[src/rtl/frame13_pkg.sv]
// -----------------------------------------------------------------------------
// frame13_pkg
// Shared constants and types for the 13-bit framed serial receiver.
//   FRAME_LEN : bits per frame (header 3 + data 5 + trailer 5)
//   HDR       : header bits, first three on the wire
//   TRL       : trailer bits, last five on the wire
//   state_e   : receiver synchronisation states
// -----------------------------------------------------------------------------
package frame13_pkg;

    localparam int          FRAME_LEN = 13;
    localparam int          DATA_W    = 5;
    localparam logic [2:0]  HDR       = 3'b110;
    localparam logic [4:0]  TRL       = 5'b01011;

    typedef enum logic [1:0] {
        ST_HUNT   = 2'd0,
        ST_CHECK  = 2'd1,
        ST_LOCKED = 2'd2
    } state_e;

endpackage

[src/rtl/frame13_match.sv]
// -----------------------------------------------------------------------------
// frame13_match
// Combinational frame detector. Looks at a full 13-bit window (oldest bit in
// the MSB) and reports whether it holds a well-formed frame.
//   nsr_i   : 13-bit candidate window, bit 12 received first
//   match_o : 1 when header and trailer both match
//   data_o  : the five data bits, d1 in bit 4 down to d5 in bit 0
// -----------------------------------------------------------------------------
module frame13_match
    import frame13_pkg::*;
(
    input  logic [FRAME_LEN-1:0] nsr_i,
    output logic                 match_o,
    output logic [DATA_W-1:0]    data_o
);

    assign match_o = (nsr_i[12:10] == HDR) && (nsr_i[4:0] == TRL);
    assign data_o  = nsr_i[9:5];

endmodule

[src/rtl/frame13_rx.sv]
// -----------------------------------------------------------------------------
// frame13_rx
// Serial receiver for a continuously repeating 13-bit frame
// (1 1 0 d1..d5 0 1 0 1 1). Hunts for the frame pattern on every sampled bit,
// confirms it over SYNC_FRAMES consecutive frames, then tracks frame
// boundaries and drops lock after LOSS_ERRS consecutive bad frames.
//   io_in[0]    : clock
//   io_in[1]    : synchronous active-high reset
//   io_in[2]    : serial data in
//   io_in[3]    : bit-sample enable
//   io_in[7:4]  : ignored
//   io_out[4:0] : payload (d1 in bit 4)
//   io_out[5]   : locked
//   io_out[6]   : strobe, one cycle per good frame while locked
//   io_out[7]   : err, one cycle per bad frame while locked
// -----------------------------------------------------------------------------
module frame13_rx
    import frame13_pkg::*;
#(
    parameter int unsigned SYNC_FRAMES = 2,
    parameter int unsigned LOSS_ERRS   = 2
) (
    input  logic [7:0] io_in,
    output logic [7:0] io_out
);

    localparam logic [3:0] CNT_LAST = 4'(FRAME_LEN - 1);
    localparam logic [2:0] SYNC_N   = 3'(SYNC_FRAMES);
    localparam logic [2:0] LOSS_N   = 3'(LOSS_ERRS);

    logic clk;
    logic srst;
    logic sdin;
    logic sd_en;

    assign clk   = io_in[0];
    assign srst  = io_in[1];
    assign sdin  = io_in[2];
    assign sd_en = io_in[3];

    logic [FRAME_LEN-1:0] sr_q;
    logic [3:0]           cnt_q;
    logic [2:0]           good_q;
    logic [2:0]           miss_q;
    state_e               state_q;
    logic [DATA_W-1:0]    payload_q;
    logic                 locked_q;
    logic                 strobe_q;
    logic                 err_q;

    // Next-state views used by the FSM below.
    logic [FRAME_LEN-1:0] sr_d;
    logic [3:0]           cnt_d;
    logic [2:0]           good_d;
    logic [2:0]           miss_d;
    logic                 match;
    logic [DATA_W-1:0]    frame_data;
    logic                 frame_end;

    // Matching is done on the window that includes the bit arriving this
    // edge, so a frame is recognised on the very edge of its last bit.
    assign sr_d      = {sr_q[FRAME_LEN-2:0], sdin};
    assign cnt_d     = (cnt_q == CNT_LAST) ? 4'd0 : cnt_q + 4'd1;
    assign good_d    = good_q + 3'd1;
    assign miss_d    = miss_q + 3'd1;
    assign frame_end = (cnt_q == CNT_LAST);

    frame13_match u_match (
        .nsr_i   (sr_d),
        .match_o (match),
        .data_o  (frame_data)
    );

    always_ff @(posedge clk) begin
        if (srst) begin
            sr_q      <= '0;
            cnt_q     <= 4'd0;
            good_q    <= 3'd0;
            miss_q    <= 3'd0;
            state_q   <= ST_HUNT;
            payload_q <= '0;
            locked_q  <= 1'b0;
            strobe_q  <= 1'b0;
            err_q     <= 1'b0;
        end else begin
            // Pulses last exactly one cycle; only an enabled edge can set them.
            strobe_q <= 1'b0;
            err_q    <= 1'b0;
            if (sd_en) begin
                sr_q  <= sr_d;
                cnt_q <= cnt_d;
                case (state_q)
                    ST_HUNT: begin
                        if (match) begin
                            // Realign the bit counter to the detected boundary.
                            cnt_q  <= 4'd0;
                            good_q <= 3'd1;
                            if (SYNC_N == 3'd1) begin
                                state_q   <= ST_LOCKED;
                                payload_q <= frame_data;
                                strobe_q  <= 1'b1;
                                locked_q  <= 1'b1;
                                miss_q    <= 3'd0;
                            end else begin
                                state_q <= ST_CHECK;
                            end
                        end
                    end
                    ST_CHECK: begin
                        if (frame_end) begin
                            if (match) begin
                                good_q <= good_d;
                                if (good_d == SYNC_N) begin
                                    state_q   <= ST_LOCKED;
                                    payload_q <= frame_data;
                                    strobe_q  <= 1'b1;
                                    locked_q  <= 1'b1;
                                    miss_q    <= 3'd0;
                                end
                            end else begin
                                state_q <= ST_HUNT;
                                good_q  <= 3'd0;
                            end
                        end
                    end
                    ST_LOCKED: begin
                        if (frame_end) begin
                            if (match) begin
                                payload_q <= frame_data;
                                strobe_q  <= 1'b1;
                                miss_q    <= 3'd0;
                            end else begin
                                // Bad frame: flag it, keep the last good payload.
                                err_q <= 1'b1;
                                if (miss_d == LOSS_N) begin
                                    state_q  <= ST_HUNT;
                                    locked_q <= 1'b0;
                                    miss_q   <= 3'd0;
                                    good_q   <= 3'd0;
                                end else begin
                                    miss_q <= miss_d;
                                end
                            end
                        end
                    end
                    default: begin
                        state_q <= ST_HUNT;
                    end
                endcase
            end
        end
    end

    assign io_out = {err_q, strobe_q, locked_q, payload_q};

    // The oldest shift-register bit falls off without being examined, and the
    // upper input pins carry nothing.
    logic unused_bits;
    assign unused_bits = ^{io_in[7:4], sr_q[FRAME_LEN-1]};

endmodule

[config.mk]
export PLATFORM = sky130hd
export DESIGN_NAME = frame13_rx
export DESIGN_NICKNAME = d
export VERILOG_FILES = /design/src/rtl/frame13_pkg.sv /design/src/rtl/frame13_match.sv /design/src/rtl/frame13_rx.sv
export SDC_FILE = /design/constraint.sdc
export NUM_CORES = 1
export LEC_CHECK = 0
export CORE_AREA = 10 10 54 73
export CTS_BUF_LIST = sky130_fd_sc_hd__clkbuf_8
export DETAILED_ROUTE_END_ITERATION = 8
export DIE_AREA = 0 0 64 83
export GPL_ROUTABILITY_DRIVEN = 0
export GPL_TIMING_DRIVEN = 0
export PLACE_DENSITY = 0.84
export SYNTH_ARGS = -nofsm -noshare
export SYNTH_HDL_FRONTEND = slang
export SYNTH_SLANG_ARGS = --single-unit
[constraint.sdc]
create_clock -name io_in -period 3.94 [get_ports io_in]
set_clock_uncertainty 0.05 [all_clocks]
set_input_delay 0.394 -clock io_in [delete_from_list [all_inputs] [get_ports io_in]]
set_output_delay 0.394 -clock io_in [all_outputs]
set_load 0.02 [all_outputs]
==> results of run 1 <==
## per-stage QoR
stage	instances	setup WS, ns	instance area (um^2)
floorplan	165	0.393	1590
global placement	209	0.393	1720
detailed placement	209	0.393	1720
## logic make-up after synthesis
| logic type | Yosys count |
|---|---|
| buffers and inverters | 21 |
| DFF | 32 |
| adders and majority gates | 10 |
| xor gates and xnor gates | 2 |
| muxes | 21 |
| and+or+nand+nor | 53 |
| AOI/OAI and AO/OA | 26 |
## cells in the mapped netlist (3+ instances only)
master                     count  share of area
sky130_fd_sc_hd__a21oi_1       4          0.013
sky130_fd_sc_hd__ha_1         10          0.079
sky130_fd_sc_hd__a211oi_1      3          0.014
sky130_fd_sc_hd__nand4_1       3          0.012
sky130_fd_sc_hd__clkbuf_1      3         0.0071
sky130_fd_sc_hd__dfxtp_1      32           0.40
sky130_fd_sc_hd__buf_1         3         0.0071
sky130_fd_sc_hd__nor2_1       23          0.054
sky130_fd_sc_hd__nor3_1        4          0.013
sky130_fd_sc_hd__nand3_1       5          0.016
sky130_fd_sc_hd__mux2i_1      19           0.12
sky130_fd_sc_hd__buf_4         3          0.014
sky130_fd_sc_hd__inv_1        11          0.026
sky130_fd_sc_hd__nand2_1       5          0.012
==> qor.tcl, run 1 <==
set qor(yosys_register_bits) 32
set qor(muxShareOfSynthArea) 0.134
set qor(synth_cell_type_count) 44
set qor(run_status) {aborted with a tool error}
set qor(die_w_um) 64
set qor(lastStage) {clock tree synthesis}
set qor(syn_nets) 183
set qor(post_synth_and_or_nand_nor_area_fraction) 0.172
set qor(synthesis.instances) 165
set qor(synth-adder-area-share) 0.0787
set qor(place_hpwl_um) 2350
set qor(io_pins) 16
set qor(ys.flop_type) {sky130_fd_sc_hd__dfxtp_1}
set qor(synth_top_family_by_area) {simple AND/OR/NAND/NOR gates}
set qor(synthXorXnorAreaFrac) 0.0110
set qor(seq_area_frac_synth) 0.403
set qor(synth_edf_count) 0
set qor(postSynth.asyncResetShare) 0
set qor(error) {[ERROR DPL-0038] Utilization greater than 100%, impossible to legalize}
set qor(synth.avg_cell_area_um2) 9.64
set qor(netlist_area_um2) 1590
set qor(synth-compound-area-share) 0.140
set qor(chipHeight_um) 83
set qor(port_buffers) 8
set qor(floorplan.rows) 22
set qor(initial_core_util) 0.608
set qor(yosys_warnings) 0
==> run 2: changes to the inputs <==
--- a/config.mk
+++ b/config.mk
@@ -5,13 +5,12 @@
 export SDC_FILE = /design/constraint.sdc
 export NUM_CORES = 1
 export LEC_CHECK = 0
-export CORE_AREA = 10 10 54 73
-export CTS_BUF_LIST = sky130_fd_sc_hd__clkbuf_8
+export CORE_AREA = 10 10 75 77
 export DETAILED_ROUTE_END_ITERATION = 8
-export DIE_AREA = 0 0 64 83
+export DIE_AREA = 0 0 85 87
 export GPL_ROUTABILITY_DRIVEN = 0
 export GPL_TIMING_DRIVEN = 0
-export PLACE_DENSITY = 0.84
+export PLACE_DENSITY_LB_ADDON = 0.15
 export SYNTH_ARGS = -nofsm -noshare
 export SYNTH_HDL_FRONTEND = slang
 export SYNTH_SLANG_ARGS = --single-unit
==> run 2 against run 1 <==
Against the previous run:
- the flow now finishes, with violations (DRC)
- synthesized area unchanged
- synthesized cell count unchanged
==> qor.tcl, run 2 <==
set qor(total_switching_power_mw) 1.50
set qor(setup.worst_path.class) {clock port to flop}
set qor(synth_cell_type_count) 44
set qor(timing.hold.worst_endpoint) {sr_q[0]}
set qor(category_of_cells_accounting_for_the_largest_share_of_critical_path_delay) {compound AO/OA/AOI/OAI gates}
set qor(timing.critical_path.from_type) {clock port}
set qor(drt-pass1-iter-count) 9
set qor(cellLeakagePower_nw) 1.51
set qor(postSynth.asyncResetShare) 0
set qor(synth_largest_type_area_fraction) 0.403
set qor(ant_nets) 0
set qor(critical_path.reg2reg.endpoint) {miss_q[0]}
set qor(track_usage) 0.248
set qor(crit_chain) {clkbuf_8 > clkbuf_8 > and4bb_1 > clkbuf_8 > a211o_4 > clkbuf_8 > a2111oi_4 > clkbuf_8 > clkbuf_8 > o21ai_1 > a32o_1}
set qor(netlist_top_cells_area) {sky130_fd_sc_hd__dfxtp_1 40%, sky130_fd_sc_hd__mux2i_1 12%, sky130_fd_sc_hd__ha_1 7.9%}
set qor(netlist_area_um2) 1590
set qor(die_w_um) 85
set qor(die_area_um2) 7400
set qor(post_synth_and_or_nand_nor_area_fraction) 0.172
set qor(antenna_found_initial) 0
set qor(worst-r2r-cell-count) 10
set qor(failed_checks) {DRC}
set qor(antenna-diode-count) 0
set qor(largest_reg_flops) 12
set qor(yosysTopAreaCell) {sky130_fd_sc_hd__dfxtp_1}
set qor(setup_violations) 0
set qor(vias_per_cell) 5.54
set qor(synth_most_common_cell) {sky130_fd_sc_hd__dfxtp_1}
set qor(floorplan.rows) 24
set qor(multi_input_area_um2) 852
set qor(hold_path_depth) 4
set qor(drt_drc) 3
set qor(num-fill-cells) 263
set qor(core_um2) 4230
set qor(post_cts_resize_count) 0
set qor(power.sequential.fraction) 0.079
set qor(worst-endpoint-arrival_ns) 3.97
set qor(most-common-layout-cells) {89 x sky130_fd_sc_hd__clkbuf_8, 32 x sky130_fd_sc_hd__dfxtp_1, 23 x sky130_fd_sc_hd__nor2_1, 19 x sky130_fd_sc_hd__mux2i_1, 17 x sky130_fd_sc_hd__inv_1}
set qor(max-slew-margin-rel) 0.590
set qor(initial_core_util) 0.376
set qor(timing.hold.worst.start) {io_in[2]}
set qor(vdd_ir_drop_max_mv) 0.749
set qor(areal_power_density_over_the_cells_nw_per_um2) 1410
set qor(worstSkewPairLatency_ns) 0.30
set qor(postCtsSetupBuffers) 2
set qor(largest-register) {sr_q}
set qor(io_pins) 16
set qor(grt_overflow_total) 0
set qor(synthesis.instances) 165
set qor(syn_nets) 183
set qor(rsz0062_at_grt) {no}
set qor(clk_transition_reported_paths_ns) 0.07
set qor(cts_tree) {built}
set qor(yosys-top-cells-count) {32 x sky130_fd_sc_hd__dfxtp_1, 23 x sky130_fd_sc_hd__nor2_1, 19 x sky130_fd_sc_hd__mux2i_1}
set qor(layout_top_registers) {sr_q x12, payload_q x5, cnt_q x4}
set qor(pwr-share-clk) 0.921
set qor(yosys_register_bits) 32
set qor(seq_area_frac_synth) 0.403
set qor(swShare) 0.328
set qor(delay_contributed_by_the_slowest_stage_of_the_critical_path_ns) 0.33
set qor(chipHeight_um) 87
set qor(intPower_mw) 3.06
set qor(synth-adder-area-share) 0.0787
set qor(hold-worst-slack_ns) 0.0658
set qor(synth-compound-area-share) 0.140
set qor(largest_net_degree_at_the_start_of_global_routing) 11
set qor(yosys_warnings) 0
set qor(first_drt_iteration_drcs) 279
set qor(port_buffers) 8
set qor(postCtsHoldBufs) 0
set qor(ys.flop_type) {sky130_fd_sc_hd__dfxtp_1}
set qor(synth_edf_count) 0
set qor(ff_latch_area_um2) 641
set qor(post_drt_wl_per_cell_um) 19.7
set qor(run_status) {finished with violations}
set qor(hold_viol_final) 0
set qor(place_hpwl_um) 2380
set qor(finalSetupTns_ns) 0
set qor(tightest_slew_ns) 0.615
set qor(cp-startpoint) {io_in[2]}
set qor(worst_path_max_delay_cell) {sky130_fd_sc_hd__a211o_4}
set qor(synth.avg_cell_area_um2) 9.64
set qor(path_common_cell) {sky130_fd_sc_hd__clkbuf_8}
set qor(wire_length_of_the_first_global_routing_pass_um) 13100
set qor(power.combinational.fraction) 0
set qor(critical_path.n_buffers_inverters) 6
set qor(timing.max_cap.violations) 0
set qor(endpoint_kind) {flop}
set qor(nets) 287
set qor(cp.required_ns) 4.07
set qor(drt_wl_total_um) 6870
set qor(layout_commonest_cell) {sky130_fd_sc_hd__clkbuf_8}
set qor(worst-path-max-fanout) 4
set qor(number_of_max_slew_violations_in_the_final_report) 0
set qor(final_layout_size_suffix_gt1_frac) 0.395
set qor(synthXorXnorAreaFrac) 0.0110
set qor(muxShareOfSynthArea) 0.134
set qor(timing.rr.start) {state_q[0]}
set qor(num_vias) 1928
set qor(hp-class) {clock port to flop}
set qor(grt_pass1_vias) 2961
set qor(post-layout-total-power_mw) 4.56
set qor(flow.area_growth_from_synthesis_pct) 104
set qor(synth_top_family_by_area) {simple AND/OR/NAND/NOR gates}
set qor(rrSetupSlack_ns) 1.29
==> run 2: worst max path at each step <==
stage | end | slack [ns] | cells after the start
2_1_floorplan | good_q[2] | 0.39 | 5
3_3_place_gp | good_q[2] | 0.39 | 5
6_report | good_q[2] | 0.10 | 11
5_1_grt | good_q[2] | 0.05 | 11
4_1_cts | good_q[2] | 0.11 | 11
3_5_place_dp | good_q[2] | 0.39 | 5
==> run 2: power by group through the flow <==
stage,Sequential (mW),Clock [mW],Combinational (mW)
floorplan,0.372,0.743,0.000000173
global placement,0.372,0.743,0.000000200
detailed placement,0.372,0.743,0.000000200
CTS,0.362,4.25,0.000000200
global route,0.361,4.54,0.000000200
finish,0.362,4.20,0.000000200
==> run 2: cell families after synthesis <==
kind of cell    count (synthesis)
simple gates                   53
fa+ha+maj                      10
xor+xnor                        2
compound gates                 26
buf+inv                        21
flops                          32
mux                            21
==> run 2: metal layers <==
layer  global-route usage  share of wire  vias to the layer above
met1                0.177           0.36                      883
met4                0.389          0.067                        0
met2                0.234           0.43                      170
met3                0.332           0.14                       64
li1                     -              -                      811
met5               0.0350              0                        -
==> run 2: metrics by stage <==
step / setup slack, ns / instances / instance area, um^2 / utilization
final: 0.102 / 348 / 3240 / 0.765
after floorplan: 0.393 / 165 / 1590 / -
after CTS: 0.108 / 348 / 3240 / 0.765
after detailed placement: 0.393 / 225 / 1740 / 0.410
after global placement: 0.393 / 225 / 1740 / 0.410
after global routing: 0.0493 / 348 / 3240 / 0.765
==> run 2: layout make-up <==
cell class | count | area share
clock buffers | 105 | 0.399
multi-input cells | 112 | 0.263
flip-flops and latches | 32 | 0.198
clock inverters | 19 | 0.0660
repair buffers | 8 | 0.0247
well taps | 52 | 0.0201
plain buffers | 10 | 0.0174
inverters | 10 | 0.0116
==> run 2: worst min-delay path: stages <==
cell,delay (ns)
sky130_fd_sc_hd__clkbuf_8,0.11
sky130_fd_sc_hd__clkbuf_8,0.11
sky130_fd_sc_hd__mux2i_1,0.07
sky130_fd_sc_hd__nor2_1,0.09
Note: power is estimated with default switching activity, not from simulation.
==> run 3: changes to the inputs <==
--- a/config.mk
+++ b/config.mk
@@ -5,9 +5,9 @@
 export SDC_FILE = /design/constraint.sdc
 export NUM_CORES = 1
 export LEC_CHECK = 0
-export CORE_AREA = 10 10 75 77
+export CORE_AREA = 10 10 71 73
 export DETAILED_ROUTE_END_ITERATION = 8
-export DIE_AREA = 0 0 85 87
+export DIE_AREA = 0 0 81 83
 export GPL_ROUTABILITY_DRIVEN = 0
 export GPL_TIMING_DRIVEN = 0
 export PLACE_DENSITY_LB_ADDON = 0.15
==> run 3 against run 2 <==
Against the previous run:
- the flow still finishes with violations (DRC)
- cell area rose by 1.4%
- sequential share of layout area fell by 0.27 points
- sequential power barely moved
- non-clock buffer count did not move
- clock-buffer cell count fell by 3
- setup slack got worse by 0.046 ns
- register-to-register slack got worse by 0.31 ns
- final cell count fell by 1.7%
- die area fell by 9.1%
- global-route usage rose by 1.3 points
- worst hold slack got worse by 0.023 ns
- critical path type unchanged
- critical endpoint is now locked_q
- largest power group unchanged
==> qor.tcl, run 3 (same netlist as run 2, synthesis figures left out) <==
set qor(run_status) {finished with violations}
set qor(failed_checks) {DRC}
set qor(initial_core_util) 0.438
set qor(drt_drc) 90
set qor(placement.setup.worst_slack_ns) 0.393
set qor(number_of_max_slew_violations_in_the_final_report) 0
set qor(cellLeakagePower_nw) 1.52
set qor(core_um2) 3630
set qor(wire_length_of_the_first_global_routing_pass_um) 13000
set qor(floorplan.rows) 22
set qor(fin_ws_ns) 0.0560
set qor(crit_chain) {clkbuf_8 > clkbuf_8 > and4bb_2 > clkbuf_8 > a211o_4 > clkbuf_8 > a2111oi_4 > clkbuf_8 > clkbuf_8 > nor2_1 > a211oi_1}
set qor(dr.max_layer_used) {met5}
set qor(largest_net_degree_at_the_start_of_global_routing) 12
set qor(grt_overflow_total) 0
set qor(flow.area_growth_from_synthesis_pct) 107
set qor(place_hpwl_um) 2270
set qor(postCtsHoldBufs) 0
set qor(hp-class) {clock port to flop}
set qor(antenna-diode-count) 0
set qor(hold_viol_final) 0
set qor(final_layout_size_suffix_gt1_frac) 0.408
set qor(nets) 286
set qor(layout_top_registers) {sr_q x12, payload_q x5, cnt_q x4}
set qor(path_common_cell) {sky130_fd_sc_hd__clkbuf_8}
set qor(clk_transition_reported_paths_ns) 0.09
set qor(worst-endpoint-arrival_ns) 4.06
set qor(route.met3.wl_um) 1220
set qor(largest-register) {sr_q}
set qor(worst_path_max_delay_cell) {sky130_fd_sc_hd__a2111oi_4}
set qor(critical_path.n_buffers_inverters) 6
set qor(setup.worst_path.class) {clock port to flop}
set qor(m1WireLength_um) 2790
set qor(largest_reg_flops) 12
set qor(cts_tree) {built}
set qor(port_buffers) 8
set qor(max-slew-margin-rel) 0.489
set qor(vdd_ir_drop_max_mv) 0.835
set qor(most-common-layout-cells) {87 x sky130_fd_sc_hd__clkbuf_8, 32 x sky130_fd_sc_hd__dfxtp_1, 23 x sky130_fd_sc_hd__nor2_1, 19 x sky130_fd_sc_hd__mux2i_1, 16 x sky130_fd_sc_hd__inv_1}
set qor(drt_wl_total_um) 8010
set qor(die_w_um) 81
set qor(endpoint_kind) {flop}
set qor(vias_per_cell) 5.98
set qor(first_drt_iteration_drcs) 748
set qor(delay_contributed_by_the_slowest_stage_of_the_critical_path_ns) 0.37
set qor(cp.required_ns) 4.12
set qor(post_drt_wl_per_cell_um) 23.4
set qor(met2_wirelength_um) 3310
set qor(ant_nets) 0
set qor(timing.critical_path.from_type) {clock port}
set qor(grt_pass1_vias) 2953
set qor(rrSetupSlack_ns) 0.98
set qor(tightest_slew_ns) 0.763
set qor(setup_violations) 0
set qor(layout_commonest_cell) {sky130_fd_sc_hd__clkbuf_8}
set qor(worstSkewPairLatency_ns) 0.31
set qor(category_of_cells_accounting_for_the_largest_share_of_critical_path_delay) {compound AO/OA/AOI/OAI gates}
set qor(finalSetupTns_ns) 0
set qor(areal_power_density_over_the_cells_nw_per_um2) 1470
set qor(io_pins) 16
set qor(chipHeight_um) 83
set qor(rsz0062_at_grt) {no}
set qor(antenna_found_initial) 0
set qor(drt-pass1-iter-count) 9
set qor(timing.max_cap.violations) 0
set qor(die_area_um2) 6720
set qor(worst-path-max-fanout) 3
set qor(track_usage) 0.262
set qor(num_vias) 2046
run 3: cell types whose count changed in the layout (fill, tap and decap cells not counted), sizes merged:
| cell | change |
|---|---|
| clkinvlp | -2 |
| clkinv | +2 |
| bufinv | +2 |
| clkbuf | -3 |
| inv | -1 |
run 3: area by class of cell:
class / instances / area [um^2]
Tap cell: 48 / 60.1
Sequential cell: 32 / 641
Fill cell: 134 / 349
Inverter: 10 / 37.5
Buffer: 10 / 56.3
Multi-Input combinational cell: 112 / 881
Clock buffer: 102 / 1260
Timing Repair Buffer: 8 / 80.1
Clock inverter: 20 / 267
run 3: what timing repair did:
action                                  4_1_cts  5_1_grt
resized for setup                             4        2
endpoints found under the setup margin        7        4
setup buffers                                 2        0
pin swaps                                     1        2
run 3: final timing paths:
check | start | endpoint | cells after the start
worst max-delay path | io_in[2] | locked_q | 11
worst min-delay path | io_in[2] | sr_q[0] | 4
worst max register to register | state_q[0] | miss_q[0] | 10
worst min register to register | payload_q[4] | payload_q[4] | 2
run 3: stage by stage:
stage	power [mW]	util	cell area, um^2	cells	hold WS, ns
6_report	4.81	0.904	3280	342	0.0424
5_1_grt	5.10	0.904	3280	342	0.0433
4_1_cts	4.86	0.906	3290	343	0.0457
3_5_place_dp	1.12	0.476	1730	221	0.0976
3_3_place_gp	1.12	0.476	1730	221	0.0976
2_1_floorplan	1.12	-	1590	165	0.0976
run 3: per-layer routing:
layer	up-vias	GRT usage
met5	-	0.158
met1	891	0.169
met3	96	0.357
li1	814	-
met4	2	0.369
met2	243	0.264
run 3: tightest hold or removal path: cells and delay by family:
family	cells	cell delay, ns
buf+inv	2	0.22
mux	1	0.06
simple gates	1	0.08
run 3: where the power goes:
| part | switching, mW | internal [mW] | leakage [nW] |
|---|---|---|---|
| combinational | 0 | 0 | 0.200 |
| sequential | 0 | 0.362 | 0.276 |
| clock | 1.67 | 2.79 | 1.04 |
